`config.mk`:
```
export PLATFORM = sky130hd
export DESIGN_NAME = binary_mul_seq_param
export DESIGN_NICKNAME = d
export VERILOG_FILES = /design/src/rtl/binary_mul_pkg.sv /design/src/rtl/binary_mul_addsub.sv /design/src/rtl/binary_mul_seq_param.sv
export SDC_FILE = /design/constraint.sdc
export NUM_CORES = 1
export LEC_CHECK = 0
export ABC_AREA = 1
export CAP_MARGIN = 20
export CORE_AREA = 4 4 53 79
export CTS_CLUSTER_SIZE = 20
export DETAILED_ROUTE_END_ITERATION = 10
export DIE_AREA = 0 0 57 83
export PLACE_DENSITY = 0.84
export SYNTH_ARGS = -nofsm -noshare
export SYNTH_HDL_FRONTEND = slang
export SYNTH_HIERARCHICAL = 1
export SYNTH_SLANG_ARGS = --single-unit
```
`constraint.sdc`:
```
create_clock -name clk -period 8.4 [get_ports clk]
set_input_delay 1.68 -clock clk [delete_from_list [all_inputs] [get_ports clk]]
set_output_delay 1.68 -clock clk [all_outputs]
set_load 0.005 [all_outputs]
```
`src/rtl/binary_mul_pkg.sv`:
```
// Shared types and helpers for the sequential shift-add multiplier.
package binary_mul_pkg;

  typedef enum logic [1:0] {
    IDLE = 2'd0,
    BUSY = 2'd1,
    DONE = 2'd2
  } state_e;

  function automatic int unsigned cnt_width(input int unsigned wb);
    return $clog2(wb + 1);
  endfunction

endpackage

```
`src/rtl/binary_mul_addsub.sv`:
```
// One shift-add step: adds or subtracts the shifted multiplicand into the accumulator.
module binary_mul_addsub #(
  parameter int unsigned W = 10
) (
  input  logic [W-1:0] acc_i,
  input  logic [W-1:0] a_shift_i,
  input  logic         sub_i,
  output logic [W-1:0] sum_o
);

  assign sum_o = sub_i ? (acc_i - a_shift_i) : (acc_i + a_shift_i);

endmodule

```
`src/rtl/binary_mul_seq_param.sv`:
```
// Sequential radix-2 multiplier: one bit of B per enabled edge, valid/ready on both sides.
module binary_mul_seq_param
  import binary_mul_pkg::*;
#(
  parameter int unsigned WA     = 5,
  parameter int unsigned WB     = 5,
  parameter int unsigned SIGNED = 0
) (
  input  logic            clk,
  input  logic            rst,
  input  logic            en,
  input  logic [WA-1:0]   A,
  input  logic [WB-1:0]   B,
  input  logic            in_valid,
  output logic            in_ready,
  output logic [WA+WB-1:0] P,
  output logic            out_valid,
  input  logic            out_ready
);

  localparam int unsigned WP = WA + WB;
  localparam int unsigned CW = cnt_width(WB);
  localparam logic [CW-1:0] LastIdx = CW'(WB - 1);

  state_e        state_q, state_d;
  logic [CW-1:0] cnt_q, cnt_d;
  logic [WA-1:0] a_q, a_d;
  logic [WB-1:0] b_q, b_d;
  logic [WP-1:0] acc_q, acc_d;

  logic [WP-1:0] a_ext;
  logic [WP-1:0] a_shift;
  logic [WP-1:0] sum;
  logic          b_bit;
  logic          sub;

  always_comb begin
    a_ext = {{WB{1'b0}}, a_q};
    if (SIGNED != 0) begin
      a_ext = {{WB{a_q[WA-1]}}, a_q};
    end
  end

  assign a_shift = a_ext << cnt_q;
  assign b_bit   = |(b_q & (WB'(1) << cnt_q));
  // The MSB of a two's-complement multiplier carries negative weight.
  assign sub     = (SIGNED != 0) && (cnt_q == LastIdx);

  binary_mul_addsub #(
    .W (WP)
  ) u_addsub (
    .acc_i     (acc_q),
    .a_shift_i (a_shift),
    .sub_i     (sub),
    .sum_o     (sum)
  );

  always_comb begin
    state_d = state_q;
    cnt_d   = cnt_q;
    a_d     = a_q;
    b_d     = b_q;
    acc_d   = acc_q;
    unique case (state_q)
      IDLE: begin
        if (in_valid) begin
          a_d     = A;
          b_d     = B;
          acc_d   = '0;
          cnt_d   = '0;
          state_d = BUSY;
        end
      end
      BUSY: begin
        if (b_bit) begin
          acc_d = sum;
        end
        cnt_d = cnt_q + CW'(1);
        if (cnt_q == LastIdx) begin
          state_d = DONE;
        end
      end
      DONE: begin
        if (out_ready) begin
          state_d = IDLE;
        end
      end
      default: state_d = IDLE;
    endcase
  end

  // en gates every register, so no handshake can complete while frozen.
  always_ff @(posedge clk) begin
    if (rst) begin
      state_q <= IDLE;
      cnt_q   <= '0;
      a_q     <= '0;
      b_q     <= '0;
      acc_q   <= '0;
    end else if (en) begin
      state_q <= state_d;
      cnt_q   <= cnt_d;
      a_q     <= a_d;
      b_q     <= b_d;
      acc_q   <= acc_d;
    end
  end

  assign in_ready  = (state_q == IDLE) && en;
  assign out_valid = (state_q == DONE) && en;
  assign P         = acc_q;

endmodule
```
**Word-level counts from Yosys, hierarchy flattened**

Index checks and enable logic that the tools add are counted.

- Reductions and logical operators: 9
- $add $sub $neg: 2
- Eq/ne operators: 7
- Bitwise gates (word level): 1
- Mux-type cells: 9
- Shifts and indexed selects: 2

Operators by type and width:

| operator | count |
|---|---|
| two-way mux 10 bit | 2 |
| one-hot mux 10 bit (2 select lines) | 1 |
| adder 10 bit | 1 |
| << shifter 5 x 3 -> 10 bit | 1 |
| inequality test 2 bit, second input constant | 4 |
| AND reduction 4 bit | 2 |
| two-way mux 2 bit | 3 |
| one-hot mux 2 bit (3 select lines) | 1 |
| one-hot mux 3 bit (2 select lines) | 1 |
| AND reduction 3 bit | 2 |
| bitwise AND 5 bit | 1 |
| OR reduction 5 bit | 1 |
| << shifter 1 x 3 -> 5 bit, first input constant | 1 |
| adder 3 x 1 -> 3 bit, second input constant | 1 |
| == test 3 bit, second input constant | 1 |
| two-way mux 3 bit | 1 |
| == test 2 x 1 -> 1 bit, second input constant | 1 |
| == test 2 bit, second input constant | 1 |
| logical AND 1 bit | 2 |
| logical NOT 2 bit | 1 |
| nonzero test 2 bit | 1 |

- Register bits after elaboration: 25
- Word-level logic and storage cells: 35
- Input bits: 15
- Output and inout port bits: 12

**Logic depth before layout (Yosys ltp)**

- Word-level depth: 5
- Gate-level depth with buffers: 27
- Mapped depth without buffers: 26

**Hierarchy**

The synthesis kept the hierarchy.

Modules (own cells, without submodules):

| module | area an instance (µm²) | sequential area each (µm²) | cells an instance | instances |
|---|---|---|---|---|
| binary_mul_seq_param | 1351.3 | 500.5 | 203 | 1 |
| binary_mul_addsub | 688.2 | 0.0 | 125 | 1 |

**Least setup slack after synthesis**

Ideal clock, no wire load.

- Path kind: input -> output
- Start point: in en
- End point: out out_valid
- Arrival: 1.915 ns
- Required time: 6.720 ns
- Stages: 2
- Slack: 4.805 ns
- Buffers on the path: 0
- Cell sequence: inv_1 > nor2_1

- Word-level cells in the longest chain between the ends: 1

Ends and longest elaborated chain:

| element | line | text |
|---|---|---|
| start: declaration | binary_mul_seq_param.sv:11 | `input logic en,` |
| logical AND 1 bit | binary_mul_seq_param.sv:110 | `assign out_valid = (state_q == DONE) && en;` |
| end: declaration | binary_mul_seq_param.sv:17 | `output logic out_valid,` |

No other way between the ends.

**Final worst setup path**

- Start point: in en
- End point: out in_ready

- Word-level cells in the longest chain between the ends: 1

Ends and longest elaborated chain:

| element | line | text |
|---|---|---|
| logical AND 1 bit | binary_mul_seq_param.sv:109 | `assign in_ready = (state_q == IDLE) && en;` |
| end: declaration | binary_mul_seq_param.sv:15 | `output logic in_ready,` |

No other way between the ends.

==> results.yml <==
logic_synthesis:
  ys_seq_area_frac: 0.2454
  synth-edff-count: 0
  syn-cell-area_um2: 2039
  syn_area_per_cell_um2: 6.218
  synth.most_common_cell: "nand2_1"
  synthFlopType: "dfxtp_1"
  ys_ff_latch: 25
  ys_top_cells_by_count: "nand2_1 (89), nor2_1 (44), inv_1 (33)"
  yosys.area.top_type: "dfxtp_1"
  ys_types: 31
  ys_warn_count: 6
  netlist_instances: 328
  async_flop_share: 0
  netlist.area_leader.share: 0.2454
  synth_area_leaders: "dfxtp_1 (25%), nand2_1 (16%), ha_1 (9.2%)"
cells_and_area:
  drive_gt1_frac: 0.05915
  nFillCells: 350
  antenna_cells: 0
  fin_cells: 398
  syn_to_final_growth_pct: 15.46
  fin_nets: 387
  final_util: 0.6576
sta:
  tightest_slew_ns: 0.8531
  setup_viol: 0
  hold_violations: 0
  fin_skew_ns: 0.007837
  finalCritPeriodShare: 0.5463
  rsz0062_at_grt: "no"
  drv_slew: 0
  relSlewSlack: 0.4306
  tns_ns: 0
  finalCriticalPeriod_ns: 4.589
  max_freq_mhz: 217.9
cts:
  htreeDepth: 1
  clkLatencyLatePin_ns: 0.28
  cts_resized: 0
  cts_hold_buf: 0
  cts-root-buf: "clkbuf_8"
  cts_tree: "built"
  cts_max_path_buffers: 2
  post_cts_buffers: 0
  numCtsBuffers: 3
  clk_pin_slew_ns: 0.10
  clkSinkCount: 25
setup_path:
  regToRegStartpoint: "cnt_q[1]"
  worstPathMaxFanout: 5
  cp.arrival_ns: 2.91
  critPathCaptureType: "primary output"
  startpoint_type: "primary input"
  critPathRequiredTime_ns: 6.72
  critPathLaunch: "en"
  crit_type: "in -> out"
power:
  comb_power_share: 0.441
  p_switching_uw: 147.5
  sw_frac_of_total: 0.3887
  seqPwrFrac: 0.356
  peakVddDrop_v: 0.0001201
  p_int_uw: 232.0
  leakage_uw: 0.001101
  power.density_nw_per_um2: 161.2
  clkPwrFrac: 0.203
placement:
  io_buffers: 26
  dp_hpwl_mm: 3.352
  dp.cells: 394
  gp_congestion: 0.8225
hold_path:
  hold_path.startpoint: "b_q[4]"
  hold_class: "reg -> reg"
routing:
  vias: 2078
  post-route-drc-count: 0
  antenna_left: 0
  wirelength_mm: 4.205
  drtPass1Iterations: 4
  drt_iter0_drc: 40
  viasPerCell: 5.221
  wire_per_inst_um: 10.57
global_routing:
  grt_max_degree: 23
  overflow: 0
  grtUsageTotal: 0.1885
  grt_first_pass_wirelength_mm: 7.403
  grt_pass1_vias: 1895
  antenna_found_initial: 0
floorplanning:
  initial_core_util: 0.5695
  core_um2: 3581
  placement_rows: 27
  ios: 27
  die_width_um: 57
  die_area_um2: 4731
  fp.dieH_um: 83
flow_run:
  drv.max_cap_violation_count: 0
run_status:
  status: "completed"
-- critical path: stages --
cell and delay (ns):
clkdlybuf4s50_1 0.47, inv_1 0.12, nor2_4 0.14, clkdlybuf4s50_1 0.50
-- layout make-up --
| cell class | count | area, um2 | area share |
|---|---|---|---|
| clock buffer | 3 | 41.29 | 0.01753 |
| sequential | 25 | 500.5 | 0.2125 |
| tap | 43 | 53.80 | 0.02285 |
| timing repair buffer | 26 | 260.3 | 0.1105 |
| multi-input combinational | 260 | 1341 | 0.5696 |
| inverter | 40 | 150.1 | 0.06376 |
| clock inverter | 1 | 7.507 | 0.003188 |
-- flip-flops by register name, summed over array words and instances (netlist names) --
name and cells:
P 10, a_q 5, b_q 5, cnt_q 3
state_q 2
-- metrics by stage --
stage          total power, uW  setup slack, ns  instance area, um2  hold slack, ns
3_5_place_dp             304.6            3.801                2306          0.4556
3_3_place_gp             300.2            3.817                2306          0.4539
4_1_cts                  382.4            3.801                2355          0.4718
2_1_floorplan            266.9            4.805                2062          0.4301
6_report                 379.5            3.811                2355          0.4670
5_1_grt                  411.4            3.768                2355          0.4861
-- placed cells by master, fill, tap and decap left out, types with 2 or more instances in the layout --
master | Yosys | final
nand2_1 | 89 | 89
nor2_1 | 44 | 44
inv_1 | 33 | 33
clkdlybuf4s50_1 | 0 | 26
dfxtp_1 | 25 | 25
nand3_1 | 24 | 24
a21oi_1 | 23 | 23
o21ai_0 | 19 | 19
ha_1 | 15 | 15
xor2_1 | 8 | 8
conb_1 | 1 | 7
inv_2 | 6 | 6
nor2_2 | 5 | 5
xnor2_1 | 4 | 4
o22ai_1 | 3 | 3
nand4_1 | 3 | 3
nand2_2 | 3 | 3
o21ai_1 | 3 | 3
clkbuf_8 | 0 | 3
nor3_1 | 2 | 2
-- per-layer routing --
| metal | global-route usage | wire, um | vias up |
|---|---|---|---|
| li1 | - | - | 1098 |
| met1 | 0.1803 | 1677 | 928 |
| met2 | 0.3736 | 2281 | 39 |
| met3 | 0.02177 | 123 | 13 |
| met4 | 0.09072 | 123 | 0 |
| met5 | 0 | 0 | - |
-- path summary, 6_finish.rpt --
check | to | slack (ns) | depth (start not counted)
worst min-delay path | b_q[4] | 0.47 | 2
worst max-delay path | in_ready | 3.81 | 4
worst max register to register | P[9] | 5.12 | 22
worst min register to register | b_q[4] | 0.47 | 2
-- logic make-up after synthesis --
kind of cell             Yosys count  share of synthesized area
AO/OA/AOI/OAI                     52                     0.1337
other                              1                   0.001839
flip-flops                        25                     0.2454
XOR/XNOR                          12                    0.05153
adder cells (fa/ha/maj)           16                     0.1018
AND/OR/NAND/NOR                  173                     0.3577
buffers and inverters             49                     0.1080
-- power by group through the flow --
stage	Combinational (uW)	Sequential, uW	Clock, uW
after floorplan	131	136	0
after global placement	163	137	0
after detailed placement	167	138	0
after CTS	167	135	80.2
after global routing	192	137	82.4
final	167	135	77.0
No activity file was read; power rests on OpenSTA's default activity.
